[src/rtl/adder_pkg.sv]
// adder_pkg: shared width helpers for pipelined arithmetic blocks.
package adder_pkg;
   function automatic int clog2(input int n);
      int r;
      r = 0;
      while ((1 << r) < n) r++;
      return r;
   endfunction
   function automatic int out_width(input int dw, input int n);
      return dw + clog2(n);
   endfunction
   function automatic bit legal_count(input int n);
      return n >= 2 && n <= 16 && (n & (n - 1)) == 0;
   endfunction
   // bit offset of stage s output inside the concatenated tree bus
   function automatic int stage_offset(input int dw, input int n, input int s);
      int o;
      o = 0;
      for (int t = 0; t < s; t++) o += (n >> (t + 1)) * (dw + t + 1);
      return o;
   endfunction
endpackage

[src/rtl/adder_stage.sv]
// adder_stage: one registered level of the adder tree, summing adjacent operand pairs.
module adder_stage #(
   parameter int IN_WIDTH = 16,
   parameter int NUM_IN   = 4,
   parameter int SIGNED   = 0
) (
   input  logic                                 clk_i,
   input  logic                                 rst_i,
   input  logic                                 en_i,
   input  logic                                 valid_i,
   input  logic [NUM_IN*IN_WIDTH-1:0]           data_i,
   output logic                                 valid_o,
   output logic [(NUM_IN/2)*(IN_WIDTH+1)-1:0]   data_o
);
   localparam int OW = IN_WIDTH + 1;
   localparam int NO = NUM_IN / 2;
   logic [NO*OW-1:0] sum;
   for (genvar j = 0; j < NO; j++) begin : g_pair
      logic [IN_WIDTH-1:0] a, b;
      assign a = data_i[2*j*IN_WIDTH +: IN_WIDTH];
      assign b = data_i[(2*j+1)*IN_WIDTH +: IN_WIDTH];
      assign sum[j*OW +: OW] = {SIGNED != 0 && a[IN_WIDTH-1], a} + {SIGNED != 0 && b[IN_WIDTH-1], b};
   end
   always_ff @(posedge clk_i or posedge rst_i)
      if (rst_i) begin
         valid_o <= 1'b0;
         data_o  <= '0;
      end else if (en_i) begin
         valid_o <= valid_i;
         data_o  <= sum;
      end
endmodule

[src/rtl/adder_tree_pipe.sv]
// adder_tree_pipe: pipelined binary adder tree with a single global stall enable.
module adder_tree_pipe
   import adder_pkg::*;
#(
   parameter int DATA_WIDTH = 16,
   parameter int NUM_INPUTS = 4,
   parameter int SIGNED     = 0,
   localparam int LEVELS    = clog2(NUM_INPUTS),
   localparam int OUT_WIDTH = out_width(DATA_WIDTH, NUM_INPUTS)
) (
   input  logic                           clk_i,
   input  logic                           rst_i,
   input  logic [NUM_INPUTS*DATA_WIDTH-1:0] data_i,
   input  logic                           valid_i,
   output logic                           ready_o,
   output logic [OUT_WIDTH-1:0]           data_o,
   output logic                           valid_o,
   input  logic                           ready_i
);
   localparam int TOTAL = stage_offset(DATA_WIDTH, NUM_INPUTS, LEVELS);
   logic [TOTAL-1:0]  tree;
   logic [LEVELS-1:0] vld;
   logic              en;
   if (!legal_count(NUM_INPUTS)) begin : g_bad
      $error("adder_tree_pipe: NUM_INPUTS must be a power of two in 2..16");
   end
   // every stage advances together; a full, unaccepted output freezes the tree
   assign en      = ~valid_o | ready_i;
   assign ready_o = en;
   for (genvar s = 0; s < LEVELS; s++) begin : g_lvl
      localparam int IW  = DATA_WIDTH + s;
      localparam int NI  = NUM_INPUTS >> s;
      localparam int OFF = stage_offset(DATA_WIDTH, NUM_INPUTS, s);
      logic [NI*IW-1:0] din;
      logic             vin;
      if (s == 0) begin : g_head
         assign din = data_i;
         assign vin = valid_i;
      end else begin : g_body
         assign din = tree[stage_offset(DATA_WIDTH, NUM_INPUTS, s - 1) +: NI*IW];
         assign vin = vld[s-1];
      end
      adder_stage #(.IN_WIDTH(IW), .NUM_IN(NI), .SIGNED(SIGNED)) u_stage (
         .clk_i   (clk_i),
         .rst_i   (rst_i),
         .en_i    (en),
         .valid_i (vin),
         .data_i  (din),
         .valid_o (vld[s]),
         .data_o  (tree[OFF +: (NI/2)*(IW+1)])
      );
   end
   assign valid_o = vld[LEVELS-1];
   assign data_o  = tree[TOTAL-OUT_WIDTH +: OUT_WIDTH];
endmodule

[config.mk]
export PLATFORM = sky130hd
export DESIGN_NAME = adder_tree_pipe
export DESIGN_NICKNAME = d
export VERILOG_FILES = /design/src/rtl/adder_pkg.sv /design/src/rtl/adder_stage.sv /design/src/rtl/adder_tree_pipe.sv
export SDC_FILE = /design/constraint.sdc
export NUM_CORES = 1
export LEC_CHECK = 0
export CORE_ASPECT_RATIO = 1.1
export CORE_MARGIN = 2
export CORE_UTILIZATION = 40
export DETAILED_ROUTE_END_ITERATION = 6
export PLACE_DENSITY = 0.69
export SYNTH_ARGS = -nofsm -noshare
export SYNTH_HDL_FRONTEND = slang
export SYNTH_SLANG_ARGS = --single-unit
[constraint.sdc]
create_clock -name clk_i -period 3.4 [get_ports clk_i]
set_clock_uncertainty 0.1 [all_clocks]
set_input_delay 0.85 -clock clk_i [delete_from_list [all_inputs] [get_ports clk_i]]
set_output_delay 0.85 -clock clk_i [all_outputs]
set_load 0.02 [all_outputs]
# After elaboration in Yosys (flattened, before gate mapping)
# Index checks and enable logic that the tools add are counted.
dict set report totals {
  ff_bits 54
  output_inout_bits 20
}
dict set report op_classes {
  add_sub_neg 3
  bitwise 2
}
# op count
set op_table {}
lappend op_table {{$add 16x16->17} 2}
lappend op_table {{$add 17x17->18} 1}
lappend op_table {{$not 1->1} 1}
lappend op_table {{$or 1x1->1} 1}

# Longest topological paths before layout
# Gate-level depths: netlist of run 1.
dict set report depth {
  ltp_word 2
  mapped_depth 9
}

# Modules after synthesis
# A second synthesis of run 1 with hierarchy kept.
dict set report hier_totals {
  hier_cells 465
  area_unflattened_um2 4419.2
}
# module instances cells_per_inst area_each_um2
set modules_own_cells {}
lappend modules_own_cells {{adder_stage at g_lvl[0].u_stage} 1 274 2733.9}
lappend modules_own_cells {{adder_stage at g_lvl[1].u_stage} 1 190 1679.1}
lappend modules_own_cells {adder_tree_pipe 1 1 6.3}

# Worst setup path before layout of run 1
# No wires, ideal clock.
dict set report synth_timing {
  kind {input port to flip-flop}
  startpoint {in data_i[32]}
  endpoint {reg g_lvl[0].u_stage.data_o[33]}
  n_path_buf 0
  setup_ns 0.133
  path_slack_ns 0.443
  required_time_ns 3.167
  stages 8
  arrival_time_ns 2.725
  cell_sequence {ha_1 -> fa_1 -> a21oi_2 -> o211ai_2 -> a2111oi_4 -> o31ai_2 -> a2111oi_2 -> nor3_1}
}
dict set report synth_via {
  elab_chain_cells 1
}
# item line
set synth_lines {}
lappend synth_lines {{start: declaration} adder_tree_pipe.sv:13} ;# input logic [NUM_INPUTS*DATA_WIDTH-1:0] data_i,
lappend synth_lines {{$add 16x16->17} adder_stage.sv:22} ;# assign sum[j*OW +: OW] = {SIGNED != 0 && a[IN_WIDTH-1], a} + {SIGNED != 0 && b[IN_WIDTH-1], b};
lappend synth_lines {{end signal: assignment} adder_stage.sv:30} ;# data_o <= sum;
lappend synth_lines {{end: declaration} adder_stage.sv:13} ;# output logic [(NUM_IN/2)*(IN_WIDTH+1)-1:0] data_o
# No other way between the ends.
# A chain may end at the register's enable or synchronous reset.

# Final worst setup path of run 1
# Same ends and word-level chain as after synthesis.

==> results of run 1 <==
## logic make-up (layout without fill, tap and decap cells)
group	Yosys count	in the layout	share of synthesized area [%]
buffers and inverters	29	117	3.03
XOR/XNOR	34	34	7.14
adder cells (fa/ha/maj)	52	52	16.1
AO/OA/AOI/OAI	166	166	26.3
multiplexers	2	2	0.480
AND/OR/NAND/NOR	139	139	14.5
flip-flops	54	54	32.4
## routing by layer
layer / vias up / GRT usage (%) / wire length, um
li1: 1906 / - / -
met1: 1698 / 22.8 / 4520
met2: 85 / 31.2 / 4670
met3: 12 / 1.83 / 291
met4: 0 / 5.32 / 146
met5: - / 0 / 0
## cells in the mapped netlist (4+ instances only)
master / count
a211oi_1: 7
a21o_1: 14
a21oi_1: 52
a31oi_1: 8
clkbuf_1: 11
dfrtp_1: 54
ha_1: 49
inv_1: 12
nand2_1: 57
nand3_1: 5
nand4_1: 6
nor2_1: 47
nor3_1: 5
o211ai_1: 6
o21a_1: 4
o21ai_0: 35
o21ai_1: 5
o21bai_1: 4
or2_2: 4
xnor2_1: 20
xor2_1: 14
## power groups by stage
| stage | clock network, W | registers, W | logic [W] |
|---|---|---|---|
| finish | 0.000498 | 0.000978 | 0.00172 |
| global route | 0.000537 | 0.00101 | 0.00191 |
| CTS | 0.000512 | 0.000982 | 0.00172 |
| detailed placement | 0 | 0.000994 | 0.00171 |
| global placement | 0 | 0.000986 | 0.00168 |
| floorplan | 0 | 0.00110 | 0.00106 |
## registers in the layout, summed over array words and instances (netlist names)
| register | flops |
|---|---|
| g_lvl.u_stage.data_o | 52 |
| g_lvl.u_stage.valid_o | 2 |
## layout make-up
| class | instances | area (sq um) |
|---|---|---|
| clock buffers | 5 | 125 |
| repair buffers | 98 | 966 |
| multi-input cells | 393 | 2700 |
| inverters | 12 | 45.0 |
| fillers | 972 | 4920 |
| clock inverters | 2 | 13.8 |
| well taps | 143 | 179 |
| flip-flops and latches | 54 | 1350 |
## stage by stage
step                      cells  power (W)  hold slack (ns)
after floorplan             476    0.00216            0.330
after global placement      700    0.00266            0.343
after detailed placement    700    0.00271            0.357
after CTS                   707    0.00322            0.375
after global routing        707    0.00346            0.387
final                       707    0.00320            0.370
## layout by cell type (no fill, tap or decap), types with 8 or more instances in the layout
cell type,netlist,routed
a21o_1,14,14
a21oi_1,52,52
a31oi_1,8,8
buf_4,0,10
clkdlybuf4s50_1,0,87
dfrtp_1,54,54
ha_1,49,49
inv_1,12,10
nand2_1,57,57
nor2_1,47,47
o21ai_0,35,35
xnor2_1,20,20
xor2_1,14,14
## worst max-delay path by stage
stage,start,to,slack [ns],cells after the start
CTS,data_i[32],g_lvl[0].u_stage.data_o[33],0.20,9
detailed placement,data_i[32],g_lvl[0].u_stage.data_o[33],-0.11,9
floorplan,data_i[32],g_lvl[0].u_stage.data_o[33],0.44,8
global placement,data_i[32],g_lvl[0].u_stage.data_o[33],-0.06,9
finish,data_i[32],g_lvl[0].u_stage.data_o[33],0.20,9
global route,data_i[0],g_lvl[0].u_stage.data_o[12],0.06,10
==> impl_metrics.py, run 1 <==
metrics = {
    "clock_tree": {
        "cts_buffers": 5,
        "insertion_delay_ns": 0.29,
        "cts_max_level": 2,
        "cts_resized": 0,
        "max-clock-path-buffers": 2,
        "postCtsSetupRepairBufs": 0,
        "cts_sinks": 54,
        "path_clk_slew_ns": 0.07,
        "ctsHoldBuffers": 0,
        "cts_tree": "yes",
        "cts_root_buf": "clkbuf_16",
    },
    "timing": {
        "fin_ws_ns": 0.204,
        "setup_viol": 0,
        "fin_tns_setup_ns": 0,
        "rsz0062_at_grt": "no",
        "max_freq_mhz": 313,
        "min_period_over_period_pct": 94.0,
        "period_needed_ns": 3.20,
        "slew_viol_final": 0,
        "hold_viol_final": 0,
        "tightest_slew_ns": 0.716,
        "max-slew-margin-rel_pct": 52.3,
    },
    "yosys": {
        "synthFlopType": "dfrtp_1",
        "ys_warn_count": 0,
        "ys_top_cells_by_area": "dfrtp_1 32%, ha_1 15%, a21oi_1 6.2%, nand2_1 5.1%, nor2_1 4.2%",
        "yosys.area.top_type": "dfrtp_1",
        "synthArstFlopShare_pct": 100,
        "synth_cell_types": 56,
        "ys_seq_area_share_pct": 32.4,
        "yosysTopAreaCellShare_pct": 32.4,
        "syn_inst": 476,
        "synth_edf_count": 0,
        "avgSynthCellArea_sq_um": 8.77,
        "synth-seq-cells": 54,
        "netlist_area_sq_um": 4170,
        "syn_nets": 596,
    },
    "final_layout": {
        "nets": 684,
        "drive_above_1_share_pct": 6.74,
        "diodes": 0,
        "syn_to_final_growth_pct": 28.9,
        "design_area_sq_um": 5380,
        "final_util_pct": 52.2,
    },
    "power": {
        "pwr-share-comb_pct": 53.9,
        "leakage_nw": 2.28,
        "power.switching_w": 0.00127,
        "p_int_w": 0.00193,
        "peakVddDrop_uv": 321,
        "clkPwrFrac_pct": 15.6,
        "pwr_density_cell_nw_per_um2": 595,
        "p_sw_share_pct": 39.7,
        "power_frac_seq_pct": 30.6,
    },
    "global_routing": {
        "grt_pass1_vias": 3673,
        "grt_max_degree": 75,
        "grt_first_pass_wirelength_mm": 16.5,
        "grtUsageTotal_pct": 17.8,
        "gr-total-overflow": 0,
        "antenna_found_initial": 0,
    },
    "drt": {
        "drt_wl_total_mm": 9.62,
        "ant_nets": 0,
        "vias": 3701,
        "drt_first_pass_iters": 5,
        "drtIter0Drc": 159,
        "avgViaCountPerCell": 5.23,
        "drc": 0,
        "post_drt_wl_per_cell_um": 13.6,
    },
    "die": {
        "rows": 39,
        "die_y_um": 111,
        "core_area_sq_um": 10300,
        "chipWidth_um": 101,
        "io_pins": 88,
        "dieArea_sq_um": 11300,
        "start_util_pct": 40.5,
    },
    "setup_path": {
        "cp_num_buf_inv": 1,
        "cp.required_ns": 3.47,
        "cpLargestDelayFamily": "compound AO/OA/AOI/OAI gates",
        "slowest_delay_ns": 0.42,
        "worst_setup_path_start_kind": "input port",
        "critPathCaptureType": "flop",
        "cp_data_arrival_time_ns": 3.27,
        "crit_fanout": 3,
        "worstSetupPathType": "in -> reg",
        "timing.rr.start": "g_lvl[0].u_stage.data_o[6]",
        "cp_cell_sequence": "clkdlybuf4s50_1 > ha_1 > fa_1 > a21oi_2 > o211ai_2 > a2111oi_4 > o31ai_2 > a2111oi_2 > nor3_1",
        "r2r_setup_slack_ns": 1.05,
        "reg2reg_to": "g_lvl[1].u_stage.data_o[15]",
        "crit_slowest_cell": "a2111oi_4",
        "r2r_cells": 7,
    },
    "placement": {
        "port_buffers": 87,
        "dp_hpwl_mm": 7.49,
        "finalWeightedCongestion": 0.871,
        "pre_cts_slack_ns": -0.109,
        "placed_area_sq_um": 5240,
    },
    "worst_hold_path": {
        "hold_start": "g_lvl[0].u_stage.valid_o",
        "worstHoldPathType": "reg -> reg",
        "hold_end": "g_lvl[1].u_stage.valid_o",
        "whs_path_depth": 1,
    },
    "status": {
        "status": "completed",
    },
    "flow_run": {
        "maxCapViolCount": 0,
    },
}
No activity file was read; power rests on OpenSTA's default activity.
==> run 2: changes to the inputs <==
Settings changed: SLEW_MARGIN from default to 25.
==> results of run 2 <==
Same layout as run 1: the final DEF is identical, and so are final timing and power.
